**src/rtl/weight_fetch_controller.sv**
```systemverilog
// Weight fetch controller: issues credit-limited consecutive reads to one weight_buffer
// port and streams the returned rows to the weight loader through a small FWFT FIFO.
module weight_fetch_controller #(
  parameter int MATRIX_WIDTH = 4,
  parameter int ADDR_WIDTH   = 40,
  parameter int READ_LATENCY = 2
) (
  input  logic                              clk,
  input  logic                              rst,
  input  logic                              enable,
  input  logic                              start,
  input  logic [ADDR_WIDTH-1:0]             base_addr,
  input  logic [$clog2(MATRIX_WIDTH+1)-1:0] row_count,
  output logic                              busy,
  output logic                              done,
  output logic                              buf_en,
  output logic                              buf_write_en,
  output logic [ADDR_WIDTH-1:0]             buf_addr,
  input  logic [MATRIX_WIDTH*8-1:0]         buf_read_data,
  output logic [MATRIX_WIDTH*8-1:0]         row_data,
  output logic [$clog2(MATRIX_WIDTH)-1:0]   row_index,
  output logic                              row_last,
  output logic                              row_valid,
  input  logic                              row_ready
);

  localparam int CW    = $clog2(MATRIX_WIDTH + 1);
  localparam int IW    = $clog2(MATRIX_WIDTH);
  localparam int DW    = MATRIX_WIDTH * 8;
  localparam int DEPTH = READ_LATENCY + 1;
  localparam int PW    = (DEPTH > 1) ? $clog2(DEPTH) : 1;
  localparam int NW    = $clog2(DEPTH + 1);
  localparam logic [CW-1:0] MAX_ROWS = CW'(MATRIX_WIDTH);

  typedef enum logic [1:0] {
    S_IDLE  = 2'd0,
    S_ISSUE = 2'd1,
    S_DRAIN = 2'd2,
    S_DONE  = 2'd3
  } state_t;

  state_t                  state_q, state_d;
  logic [CW-1:0]           count_q, count_d;
  logic [CW-1:0]           issue_cnt_q, issue_cnt_d;
  logic [CW-1:0]           ret_idx_q, ret_idx_d;
  logic [ADDR_WIDTH-1:0]   addr_q, addr_d;
  logic [NW-1:0]           outst_q, outst_d;
  logic [READ_LATENCY-1:0] vpipe_q, vpipe_d;
  logic [NW-1:0]           fifo_cnt_q, fifo_cnt_d;
  logic [PW-1:0]           wr_ptr_q, wr_ptr_d;
  logic [PW-1:0]           rd_ptr_q, rd_ptr_d;

  logic [DW-1:0]           data_mem_q [DEPTH];
  logic [IW-1:0]           idx_mem_q  [DEPTH];
  logic                    last_mem_q [DEPTH];

  logic                    fifo_wr, fifo_pop, issue, credit, wr_last;
  logic [NW-1:0]           cnt_after_pop;
  logic [CW-1:0]           clamped_count;

  assign row_valid     = (fifo_cnt_q != '0);
  assign fifo_pop      = enable & row_valid & row_ready;
  assign fifo_wr       = enable & vpipe_q[READ_LATENCY-1];
  assign cnt_after_pop = fifo_cnt_q - NW'(fifo_pop);
  // A credit guarantees FIFO room for every read still travelling through the buffer.
  assign credit        = ({1'b0, outst_q} + {1'b0, cnt_after_pop}) < (NW+1)'(DEPTH);
  assign issue         = enable & (state_q == S_ISSUE) & credit;
  assign wr_last       = (ret_idx_q == (count_q - CW'(1)));
  assign clamped_count = (row_count > MAX_ROWS) ? MAX_ROWS : row_count;

  assign buf_en       = issue;
  assign buf_write_en = 1'b0;
  assign buf_addr     = addr_q;
  assign busy         = (state_q == S_ISSUE) || (state_q == S_DRAIN);
  assign done         = (state_q == S_DONE);
  assign row_data     = row_valid ? data_mem_q[rd_ptr_q] : '0;
  assign row_index    = row_valid ? idx_mem_q[rd_ptr_q]  : '0;
  assign row_last     = row_valid & last_mem_q[rd_ptr_q];

  always_comb begin
    state_d     = state_q;
    count_d     = count_q;
    issue_cnt_d = issue_cnt_q;
    ret_idx_d   = ret_idx_q;
    addr_d      = addr_q;
    if (fifo_wr) ret_idx_d = ret_idx_q + CW'(1);
    if (enable) begin
      case (state_q)
        S_IDLE: begin
          if (start) begin
            addr_d      = base_addr;
            count_d     = clamped_count;
            issue_cnt_d = '0;
            ret_idx_d   = '0;
            state_d     = (clamped_count == '0) ? S_DONE : S_ISSUE;
          end
        end
        S_ISSUE: begin
          if (issue) begin
            addr_d      = addr_q + ADDR_WIDTH'(1);
            issue_cnt_d = issue_cnt_q + CW'(1);
            if (issue_cnt_q == (count_q - CW'(1))) state_d = S_DRAIN;
          end
        end
        S_DRAIN: begin
          if (fifo_pop && row_last) state_d = S_DONE;
        end
        S_DONE: state_d = S_IDLE;
        default: state_d = S_IDLE;
      endcase
    end
  end

  always_comb begin
    vpipe_d = vpipe_q;
    if (enable) begin
      vpipe_d[0] = issue;
      for (int k = 1; k < READ_LATENCY; k++) vpipe_d[k] = vpipe_q[k-1];
    end
    outst_d = outst_q;
    if (issue && !fifo_wr)      outst_d = outst_q + NW'(1);
    else if (!issue && fifo_wr) outst_d = outst_q - NW'(1);
    fifo_cnt_d = fifo_cnt_q;
    if (fifo_wr && !fifo_pop)      fifo_cnt_d = fifo_cnt_q + NW'(1);
    else if (!fifo_wr && fifo_pop) fifo_cnt_d = fifo_cnt_q - NW'(1);
    wr_ptr_d = wr_ptr_q;
    if (fifo_wr) wr_ptr_d = (wr_ptr_q == PW'(DEPTH-1)) ? '0 : wr_ptr_q + PW'(1);
    rd_ptr_d = rd_ptr_q;
    if (fifo_pop) rd_ptr_d = (rd_ptr_q == PW'(DEPTH-1)) ? '0 : rd_ptr_q + PW'(1);
  end

  always_ff @(posedge clk) begin
    if (rst) begin
      state_q     <= S_IDLE;
      count_q     <= '0;
      issue_cnt_q <= '0;
      ret_idx_q   <= '0;
      addr_q      <= '0;
      outst_q     <= '0;
      vpipe_q     <= '0;
      fifo_cnt_q  <= '0;
      wr_ptr_q    <= '0;
      rd_ptr_q    <= '0;
    end else begin
      state_q     <= state_d;
      count_q     <= count_d;
      issue_cnt_q <= issue_cnt_d;
      ret_idx_q   <= ret_idx_d;
      addr_q      <= addr_d;
      outst_q     <= outst_d;
      vpipe_q     <= vpipe_d;
      fifo_cnt_q  <= fifo_cnt_d;
      wr_ptr_q    <= wr_ptr_d;
      rd_ptr_q    <= rd_ptr_d;
    end
  end

  // Storage needs no reset: the read side is masked by row_valid.
  always_ff @(posedge clk) begin
    if (!rst && fifo_wr) begin
      data_mem_q[wr_ptr_q] <= buf_read_data;
      idx_mem_q[wr_ptr_q]  <= ret_idx_q[IW-1:0];
      last_mem_q[wr_ptr_q] <= wr_last;
    end
  end

  always_ff @(posedge clk) begin
    if (!rst && fifo_wr && !fifo_pop) assert (fifo_cnt_q < NW'(DEPTH));
  end

endmodule

```
**config.mk**
```make
export PLATFORM = sky130hd
export DESIGN_NAME = weight_fetch_controller
export DESIGN_NICKNAME = d
export VERILOG_FILES = /design/src/rtl/weight_fetch_controller.sv
export SDC_FILE = /design/constraint.sdc
export NUM_CORES = 1
export LEC_CHECK = 0
export ABC_AREA = 0
export CELL_PAD_IN_SITES_DETAIL_PLACEMENT = 1
export CELL_PAD_IN_SITES_GLOBAL_PLACEMENT = 2
export CORE_MARGIN = 4
export CORE_UTILIZATION = 35
export CTS_BUF_LIST = sky130_fd_sc_hd__clkbuf_4 sky130_fd_sc_hd__clkbuf_8
export DETAILED_ROUTE_END_ITERATION = 7
export DONT_BUFFER_PORTS = 1
export GPL_TIMING_DRIVEN = 0
export PLACE_DENSITY = 0.67
export SYNTH_ARGS = -nofsm -noshare
export SYNTH_HDL_FRONTEND = slang
export SYNTH_SLANG_ARGS = --single-unit
```
**constraint.sdc**
```tcl
create_clock -name clk -period 6.9 [get_ports clk]
set_input_delay 0.69 -clock clk [delete_from_list [all_inputs] [get_ports clk]]
set_output_delay 0.69 -clock clk [all_outputs]
set_load 0.005 [all_outputs]
```
-- Word-level counts from Yosys, hierarchy flattened
Memory sizes are Yosys's and may differ from the RTL's. A register that Yosys moved wholly into a read port is not among the register bits.
Index checks and enable logic that the tools add are counted.
Widths: inputs -> output; s select.
- flip-flop bits (word level): 61
- latch bits: 0
- bits in writable memories: 105
- ROM bits: 0
- output and inout port bits: 80
- word-level logic and storage cells: 97
- memories kept: 3
- memory list (memory ; depth ; width ; rd ports ; clocked after Yosys merged registers in ; wr ports ; RTL line ; text):
    data_mem_q ; 3 ; 32 ; 1 ; 1 ; 1 ; 53 ; logic [DW-1:0] data_mem_q [DEPTH];
    idx_mem_q ; 3 ; 2 ; 1 ; 1 ; 1 ; 54 ; logic [IW-1:0] idx_mem_q [DEPTH];
    last_mem_q ; 3 ; 1 ; 1 ; 1 ; 1 ; 55 ; logic last_mem_q [DEPTH];
- $add $sub $neg: 12
- multiply operators: 0
- divide/modulo/power cells: 0
- magnitude comparators: 2
- equal/unequal tests: 11
- shift-type cells: 0
- muxes and demuxes: 33
- bitwise gates (word level): 6
- reduce and logical (&&, ||, !) cells: 20
- operator list (kind ; number):
    $mux 40 ; 2
    $pmux 40 s2 ; 1
    $add 40x1->40 const B ; 1
    $mux 2 ; 18
    $mux 32 ; 1
    $mux 3 ; 7
    $add 2x1->2 const B ; 4
    $eq 2x2->1 const B ; 4
    $pmux 2 s4 ; 1
    $reduce_bool 2->1 ; 4
    $add 3x1->3 const B ; 2
    $and 1x1->1 ; 6
    $eq 3x3->1 ; 2
    $logic_and 1x1->1 ; 6
    $pmux 3 s2 ; 1
    $reduce_and 5->1 ; 1
    $logic_not 1->1 ; 4
    $ne 2x1->1 const B ; 2
    $ne 2x2->1 const B ; 2
    $reduce_and 4->1 ; 1
    $sub 2x1->2 const B ; 2
    $add 2x2->3 ; 1
    $gt 3x3->1 const B ; 1
    $logic_not 3->1 ; 1
    8 further kinds ; 9

-- Longest topological paths before layout
Gate-level depths: netlist (run 1).
- word-level depth: 11
- mapped depth: 14

-- Worst setup path before layout (run 1)
Ideal clock, no wire load.
- path type: input to register
- start point: input port enable
- end point: memory data_mem_q[1][0] (netlist name), enable pin
- setup time: 0.527 ns
- arrival time: 4.982 ns
- setup slack: 1.391 ns
- stages on the path: 4
- path buffers: 2
- cell sequence: clkbuf_1 -> nand2_1 -> clkbuf_1 -> nor4b_1
- cells in the longest elaborated chain, start to end: 4
- ends and longest elaborated chain (element ; RTL line ; text):
    start, declared ; 10 ; input logic enable,
    $and 1x1->1 ; 63 ; assign fifo_wr = enable & vpipe_q[READ_LATENCY-1];
    $logic_and 1x1->1 ; n/a ;
    $mux 1 ; 160 ; if (!rst && fifo_wr) begin
    $mux 1 (not written as such) ; 161 ; data_mem_q[wr_ptr_q] <= buf_read_data;
    end, declared ; 53 ;
No other way between the ends.

-- Worst setup path in the final report (run 1)
- start point: register fifo_cnt_q[0]
- end point: register addr_q[17] (netlist: buf_addr[17])
- cells in the longest elaborated chain, start to end: 9
- ends and longest elaborated chain (element ; RTL line ; text):
    start, declared ; 49 ; logic [NW-1:0] fifo_cnt_q, fifo_cnt_d;
    start signal, assigned ; 152 ; fifo_cnt_q <= fifo_cnt_d;
    $reduce_bool 2->1 ; 61 ; assign row_valid = (fifo_cnt_q != '0);
    via row_valid ; 23 ; output logic row_valid,
    $and 1x1->1 (2 in series) ; 62 ; assign fifo_pop = enable & row_valid & row_ready;
    $sub 2x1->2 ; 64 ; assign cnt_after_pop = fifo_cnt_q - NW'(fifo_pop);
    $add 2x2->3 ; 66 ; assign credit = ({1'b0, outst_q} + {1'b0, cnt_after_pop}) < (NW+1)'(DEPTH);
    $lt 3x2->1 ; 66 ;
    $and 1x1->1 ; 67 ; assign issue = enable & (state_q == S_ISSUE) & credit;
    $ne 2x2->1 (no source line) ; n/a ;
    $reduce_and 4->1 (no source line) ; n/a ;
    end signal, assigned ; 149 ; addr_q <= addr_d;
    end, declared ; 46 ; logic [ADDR_WIDTH-1:0] addr_q, addr_d;
The timed path passes the listed nets, and every way through them passes these cells.
A chain may end at the register's enable or synchronous reset.

==> results.md, run 1 <==
| Quantity | Value |
| --- | --- |
| Number of hold violations in the final report | 0 |
| TritonCTS clock tree | done |
| Vias per std cell | 5.70 |
| Worst setup path end | buf_addr[17] |
| Number of sinks driven by the clock tree | 168 |
| Number of endpoints failing setup at the final stage | 0 |
| FF+latch count, synth | 168 |
| Maximum number of pins on one net before global-route repair | 19 |
| Number of H-tree branching levels | 4 |
| CP Launch Type | flip-flop |
| Total internal power | 1.44 mW |
| Mapped Avg Cell Area | 10.6 µm² |
| Headroom to the max-slew limit | 0.460 |
| Total of hold buffers inserted after clock tree synthesis | 0 |
| Worst-Skew Late Latency | 0.47 ns |
| Worst Path Required | 7.23 ns |
| Fraction of power consumed by the clock network | 0.338 |
| Distinct cell type count after synthesis | 69 |
| Area added between synthesis and finish | 11.5% |
| Worst hold path class | primary input to flip-flop |
| Worst Setup End Kind | flip-flop |
| Fraction of the yosys area taken by sequential cells | 0.562 |
| Warning count from the yosys run | 0 |
| Cell area after technology mapping | 7860 µm² |
| Net count reported at finish | 866 |
| Tcrit/Tclk final | 0.609 |
| Number of global-route vias before repair | 6600 |
| Slew Limit Fails | 0 |
| Starting density of the core | 0.358 |
| Reported max-cap violation count | 0 |
| Number of cells on the worst reg-to-reg path | 13 |
| Worst Tran Pin Value | 0.804 ns |
| Hold-critical path depth | 0 |
| Share of power burned in registers | 0.553 |
| Final Total Pwr | 2.07 mW |
| RePlAce Congestion | 0.894 |
| GRT Overall Usage | 0.206 |
| Maximum clock frequency | 238 MHz |
| Data arrival time of the critical path | 4.54 ns |
| Worst R2R End | buf_addr[17] |
| Net Switching | 0.631 mW |
| Worst IR Drop VDD | 0.114 mV |
| Avg WL per Cell | 23.9 µm |
| Share of layout cells above drive strength 1 | 0.0940 |
| Number of post-CTS setup repair buffers | 0 |
| Row count | 54 |
| Chip Height | 158 µm |
| Core area | 22000 µm² |
| Share of flip-flops with an asynchronous set or reset | 0 |
| Clock transition at the register clock pins on the worst setup and hold paths after CTS | 0.11 ns |
| Ys flop type | sky130_fd_sc_hd__edfxtp_1 |
| Post-Route Skew | 0.0224 ns |
| First-pass iteration count of the detailed router | 4 |
| Critical path class | flip-flop to flip-flop |
| Status | finished, final reports clean |
| Startpoint of the worst setup timing path | fifo_cnt_q[0] |
| Overall via count from detail_route | 6082 |
| Net Count, Synth | 829 |
| RSZ-0062 raised after global routing | no |
| DP Wirelength | 19.0 mm |
| Port Buffer Count | 0 |
| PostCTS Resize Cnt | 0 |
| Biggest fanout along the worst timing path | 10 |
| Worst r2r src | fifo_cnt_q[0] |
| Final critical path time including I/O delays and setup | 4.20 ns |
| Antenna diode count | 0 |
| DRC viols | 0 |
| Antenna violations before repair | 1 |
| Number of buffers on the longest clock path | 2 |
| Detailed Route Iter0 Violations | 249 |
| Total I/O pin count | 160 |
| Comb pwr share | 0.109 |
| Filler cell count in the final layout | 2437 |
| Launch point of the worst hold path | buf_read_data[6] |
| CTS Root Buffer Type | sky130_fd_sc_hd__clkbuf_8 |
| Setup slack on the worst flop-to-flop path | 2.70 ns |
| Count of nets left with antenna violations after detail routing | 0 |
| Leakage | 2.83 nW |
| Power per standard cell area | 236 nW/µm² |
| Die extent in x | 158 µm |
| Total wire length | 25.5 mm |
| Area of the die | 24900 µm² |
| First-pass GRT wire length | 39.1 mm |
| Overflow after GRT | 0 |
| Worst slack at placement | 2.53 ns |
| Slack of the critical path | 2.70 ns |
| Fraction of power spent switching nets | 0.305 |
| Post-Syn Instances | 738 |
| Number of buffers created by CTS | 17 |
| Number of synthesized flops with an enable pin | 105 |
[kinds of logic (layout without fill, tap and decap cells)]
logic type	count (synthesis)	count (layout)	share of synthesized area
XOR/XNOR	14	14	0.0156
AO/OA/AOI/OAI	168	168	0.139
other	1	1	0.000477
flip-flops	168	168	0.562
multiplexers	45	45	0.0575
buffers and inverters	61	110	0.0320
AND/OR/NAND/NOR	270	270	0.175
adder cells (fa/ha/maj)	11	11	0.0185
[sequential cells by signal (all words and copies together), names as in the netlist, named ones only]
| name | cells |
|---|---|
| rd_ptr_q | 2 |
| fifo_cnt_q | 2 |
| outst_q | 2 |
| vpipe_q | 2 |
| wr_ptr_q | 2 |
| ret_idx_q | 3 |
| data_mem_q | 96 |
| idx_mem_q | 6 |
| count_q | 3 |
| last_mem_q | 3 |
| buf_addr | 40 |
| issue_cnt_q | 3 |
| state_q | 2 |
[how the worst min path moves through the flow]
stage                              to  slack [ns]
global placement           count_q[1]        0.45
CTS                 data_mem_q[0][14]        0.28
detailed placement         count_q[1]        0.47
global route         data_mem_q[0][6]        0.27
floorplan                  count_q[1]        0.43
finish               data_mem_q[0][6]        0.31
[cell usage after synthesis, drive strengths merged, types with 3 or more instances]
cell     instances  area (µm²)
o31ai            3        22.5
a21boi           3        22.5
o2bb2ai          3        26.3
a31oi           12        75.1
a22oi           10        75.1
xnor2            7        61.3
mux2i           44         440
buf             17        86.3
nor3            27         151
nand2           53         199
nand3           26         135
a32oi            3        26.3
o2111ai          3        26.3
o211ai           7        52.6
and2             6        37.5
dfxtp           63        1260
edfxtp         105        3150
a21oi           64         320
and3             9        56.3
inv             14        52.6
nand4           18         134
xor2             7        61.3
clkbuf          29         109
o311ai           3        26.3
or3              8        50.1
o21a             3        22.5
nor3b            3        22.5
or4              4        30.0
nor4             6        82.6
nor2b            5        31.3
ha              10         125
a211oi           4        30.0
a311oi           4        35.0
nor2            93         349
o22ai            5        31.3
and4             4        35.0
a221oi           4        41.3
o21ai           20         100
[area by class of cell]
class                      count  area, µm²  share of cell area
buffer                        46        195              0.0223
clock buffer                  17        234              0.0267
clock inverter                14        153              0.0174
inverter                      15       56.3             0.00643
multi-input combinational    509       3210               0.367
sequential                   168       4410               0.504
tap                          280        350              0.0400
timing repair buffer          18        146              0.0167
[power groups by stage]
stage          clock network [mW]  logic (mW)  registers [mW]
2_1_floorplan                   0       0.154            1.15
3_3_place_gp                    0       0.221            1.17
3_5_place_dp                    0       0.228            1.17
4_1_cts                     0.719       0.229            1.14
5_1_grt                     0.759       0.251            1.15
6_report                    0.700       0.226            1.14
[cell usage in the layout (no fill, tap or decap), types with 9 or more instances in the layout]
cell | synthesis | routed
sky130_fd_sc_hd__mux2i_1 | 44 | 44
sky130_fd_sc_hd__dfxtp_1 | 63 | 63
sky130_fd_sc_hd__inv_1 | 14 | 14
sky130_fd_sc_hd__clkbuf_8 | 0 | 17
sky130_fd_sc_hd__and3_1 | 9 | 9
sky130_fd_sc_hd__a22oi_1 | 10 | 10
sky130_fd_sc_hd__buf_2 | 9 | 9
sky130_fd_sc_hd__nand3_1 | 25 | 25
sky130_fd_sc_hd__ha_1 | 10 | 10
sky130_fd_sc_hd__o21ai_0 | 19 | 19
sky130_fd_sc_hd__nor2_1 | 93 | 93
sky130_fd_sc_hd__a21oi_1 | 64 | 64
sky130_fd_sc_hd__clkbuf_1 | 29 | 29
sky130_fd_sc_hd__nand2_1 | 53 | 53
sky130_fd_sc_hd__edfxtp_1 | 105 | 105
sky130_fd_sc_hd__nand4_1 | 16 | 16
sky130_fd_sc_hd__nor3_1 | 25 | 25
sky130_fd_sc_hd__buf_4 | 3 | 18
sky130_fd_sc_hd__a31oi_1 | 12 | 12
[layer usage]
layer  up-vias  track usage  routed length, µm
met5         -            0                 13
met4         2       0.0533                359
met3        29       0.0765               2190
met2       172        0.366              13000
met1      3044        0.233               9940
li1       2835            -                  -
[worst max-delay path: stages (launching register included)]
cell and delay [ns]:
sky130_fd_sc_hd__dfxtp_1 0.37, sky130_fd_sc_hd__nor2_1 0.64, sky130_fd_sc_hd__inv_1 0.19, sky130_fd_sc_hd__nand3_1 0.31, sky130_fd_sc_hd__o21ai_0 0.14, sky130_fd_sc_hd__ha_1 0.20
sky130_fd_sc_hd__inv_1 0.06, sky130_fd_sc_hd__fa_1 0.39, sky130_fd_sc_hd__nand2b_1 0.26, sky130_fd_sc_hd__nand4_1 0.36, sky130_fd_sc_hd__clkbuf_1 0.59, sky130_fd_sc_hd__nor2_1 0.20
sky130_fd_sc_hd__a221oi_1 0.30, sky130_fd_sc_hd__a311oi_1 0.08
[metrics by stage]
step / instance area (µm²) / util / hold slack, ns / TNS, ns / instances
after detailed placement: 8370 / 0.381 / 0.466 / 0 / 1036
after floorplan: 7860 / - / 0.432 / 0 / 738
after global placement: 8210 / 0.374 / 0.449 / -181.61 / 1018
after CTS: 8760 / 0.399 / 0.284 / 0 / 1067
after global routing: 8760 / 0.399 / 0.267 / 0 / 1067
final: 8760 / 0.399 / 0.311 / 0 / 1067
Power figures use the tool's default switching activity.
==> inputs of run 2 (changes only) <==
--- a/config.mk
+++ b/config.mk
@@ -14,7 +14,7 @@
 export DETAILED_ROUTE_END_ITERATION = 7
 export DONT_BUFFER_PORTS = 1
 export GPL_TIMING_DRIVEN = 0
-export PLACE_DENSITY = 0.67
+export PLACE_DENSITY = 0.7
 export SYNTH_ARGS = -nofsm -noshare
 export SYNTH_HDL_FRONTEND = slang
 export SYNTH_SLANG_ARGS = --single-unit
==> constraint.sdc (replaced) <==
create_clock -name clk -period 3.7 [get_ports clk]
set_input_delay 0.37 -clock clk [delete_from_list [all_inputs] [get_ports clk]]
set_output_delay 0.37 -clock clk [all_outputs]
set_load 0.005 [all_outputs]
==> results.md, run 2 (same netlist as run 1, synthesis figures left out) <==
| Quantity | Value |
| --- | --- |
| Die extent in x | 158 µm |
| First-pass iteration count of the detailed router | 7 |
| Maximum number of pins on one net before global-route repair | 18 |
| Worst setup path end | buf_addr[25] |
| Number of buffers created by CTS | 17 |
| Data arrival time of the critical path | 3.76 ns |
| Status | finished, final reports clean |
| Number of hold violations in the final report | 0 |
| Total wire length | 25.2 mm |
| First-pass GRT wire length | 38.5 mm |
| Headroom to the max-slew limit | 0.476 |
| Leakage | 2.97 nW |
| TritonCTS clock tree | done |
| Final critical path time including I/O delays and setup | 3.39 ns |
| Detailed Route Iter0 Violations | 338 |
| Count of nets left with antenna violations after detail routing | 0 |
| DRC viols | 0 |
| Number of global-route vias before repair | 6611 |
| Flip-flop count of the largest register after layout | 96 |
| Slew Limit Fails | 0 |
| Core area | 22000 µm² |
| Area of the die | 24900 µm² |
| RePlAce Congestion | 0.848 |
| Worst Tran Pin Value | 0.786 ns |
| Critical path class | flip-flop to flip-flop |
| RSZ-0062 raised after global routing | no |
| Largest register by flop count | data_mem_q |
| CP Launch Type | flip-flop |
| Number of buffers on the longest clock path | 2 |
| Power per standard cell area | 432 nW/µm² |
| GRT Overall Usage | 0.201 |
| Most common cell after layout, fill and taps aside | sky130_fd_sc_hd__edfxtp_1 |
| Post-Route Skew | 0.0168 ns |
| DP Wirelength | 18.7 mm |
| Chip Height | 158 µm |
| Avg WL per Cell | 22.9 µm |
| Row count | 54 |
| Biggest fanout along the worst timing path | 10 |
| Worst hold path class | primary input to flip-flop |
| Area added between synthesis and finish | 16.1% |
| Met3 demand-to-capacity share in global routing | 0.0640 |
| Port Buffer Count | 0 |
| Net count reported at finish | 898 |
| Cell Count Post-Placement | 1035 |
| Maximum clock frequency | 295 MHz |
| Total I/O pin count | 160 |
| Number of endpoints failing setup at the final stage | 0 |
| Clock transition at the register clock pins on the worst setup and hold paths after CTS | 0.10 ns |
| Placement Cell Area | 8360 µm² |
| Overflow after GRT | 0 |
| Commonest cells after routing, fill and taps aside | sky130_fd_sc_hd__edfxtp_1, sky130_fd_sc_hd__nor2_1, sky130_fd_sc_hd__a21oi_1, sky130_fd_sc_hd__dfxtp_1, sky130_fd_sc_hd__nand2_1 |
| CTS Root Buffer Type | sky130_fd_sc_hd__clkbuf_8 |
| WHS | 0.0334 ns |
| Overall via count from detail_route | 6227 |
| Startpoint of the worst setup timing path | fifo_cnt_q[0] |
| Vias per std cell | 5.66 |
| Number of sinks driven by the clock tree | 168 |
| Worst Setup End Kind | flip-flop |
| Area occupied by registers | 4410 µm² |
| Reported max-cap violation count | 0 |
| Filler-free cell count of the finished design | 1101 |
| Setup slack on the worst flop-to-flop path | 0.31 ns |
| Number of H-tree branching levels | 4 |
| Worst IR Drop VDD | 0.201 mV |
| Launch point of the worst hold path | base_addr[9] |
| Worst r2r src | fifo_cnt_q[0] |
| Worst R2R End | buf_addr[25] |
| Share of layout cells above drive strength 1 | 0.0988 |
| Most crowded layer after global routing | met2 |
| Finished layout cell area | 9120 µm² |
| Final Total Pwr | 3.94 mW |
| GR Util met2 | 0.348 |
| Worst Path Required | 4.07 ns |
| Worst slack at placement | -0.690 ns |
| Multi-input combinational cell area | 3230 µm² |
| Slack of the critical path | 0.309 ns |
| Worst-Skew Late Latency | 0.47 ns |
| Starting density of the core | 0.358 |
| Tcrit/Tclk final | 0.917 |
| Antenna violations before repair | 1 |
| Filler cell count in the final layout | 2440 |
| Number of cells on the worst reg-to-reg path | 13 |
| Grt met1 use | 0.241 |
-- run 2: layout make-up --
type | count | area share
Antenna cell | 1 | 0.000274
Buffer | 45 | 0.0218
Clock buffer | 18 | 0.0265
Clock inverter | 14 | 0.0171
Inverter | 15 | 0.00617
Multi-Input combinational cell | 509 | 0.354
Sequential cell | 168 | 0.484
Tap cell | 280 | 0.0384
Timing Repair Buffer | 51 | 0.0518
-- run 2: how the worst min path moves through the flow --
stage | endpoint | slack, ns | cells after the start
detailed placement | count_q[1] | 0.46 | 2
finish | buf_addr[9] | 0.03 | 2
global placement | count_q[1] | 0.45 | 2
global route | buf_addr[9] | 0.03 | 2
floorplan | count_q[1] | 0.43 | 2
CTS | buf_addr[9] | 0.006 | 2
-- run 2: report_power, final --
part	leakage, nW	internal, mW	total (mW)	switching [mW]
Combinational	1.32	0.167	0.465	0.298
Clock	0.191	0.570	1.34	0.771
Sequential	1.46	2.04	2.13	0.0947
-- run 2: what timing repair did --
action,CTS,global route
gates resized for setup,5,6
cloned,0,0
endpoints found under the hold margin,97,0
setup buffers,1,0
pin swaps,1,0
setup endpoints to repair,42,27
hold buffers,33,0
-- run 2: metrics by stage --
stage | setup TNS, ns | util
floorplan | -144.43 | -
global placement | -473.78 | 0.374
detailed placement | -11.42 | 0.381
CTS | 0 | 0.415
global route | 0 | 0.415
finish | 0 | 0.415
-- run 2: metal layers --
metal  share of wire  wire (µm)  vias up
met5               0          0        -
met2            0.50      12500      194
li1                -          -     2912
met1            0.41      10300     3091
met3           0.075       1900       30
met4           0.022        546        0
-- run 2: worst max-delay path: stages, from the launching register on --
cell	delay (ns)
sky130_fd_sc_hd__dfxtp_1	0.50
sky130_fd_sc_hd__nor2_4	0.13
sky130_fd_sc_hd__inv_1	0.13
sky130_fd_sc_hd__nand3_2	0.19
sky130_fd_sc_hd__o21ai_2	0.23
sky130_fd_sc_hd__ha_1	0.17
sky130_fd_sc_hd__inv_1	0.05
sky130_fd_sc_hd__fa_1	0.44
sky130_fd_sc_hd__nand2b_1	0.25
sky130_fd_sc_hd__a41oi_2	0.34
sky130_fd_sc_hd__clkbuf_4	0.30
sky130_fd_sc_hd__buf_4	0.23
sky130_fd_sc_hd__a21oi_1	0.06
sky130_fd_sc_hd__o32ai_1	0.29
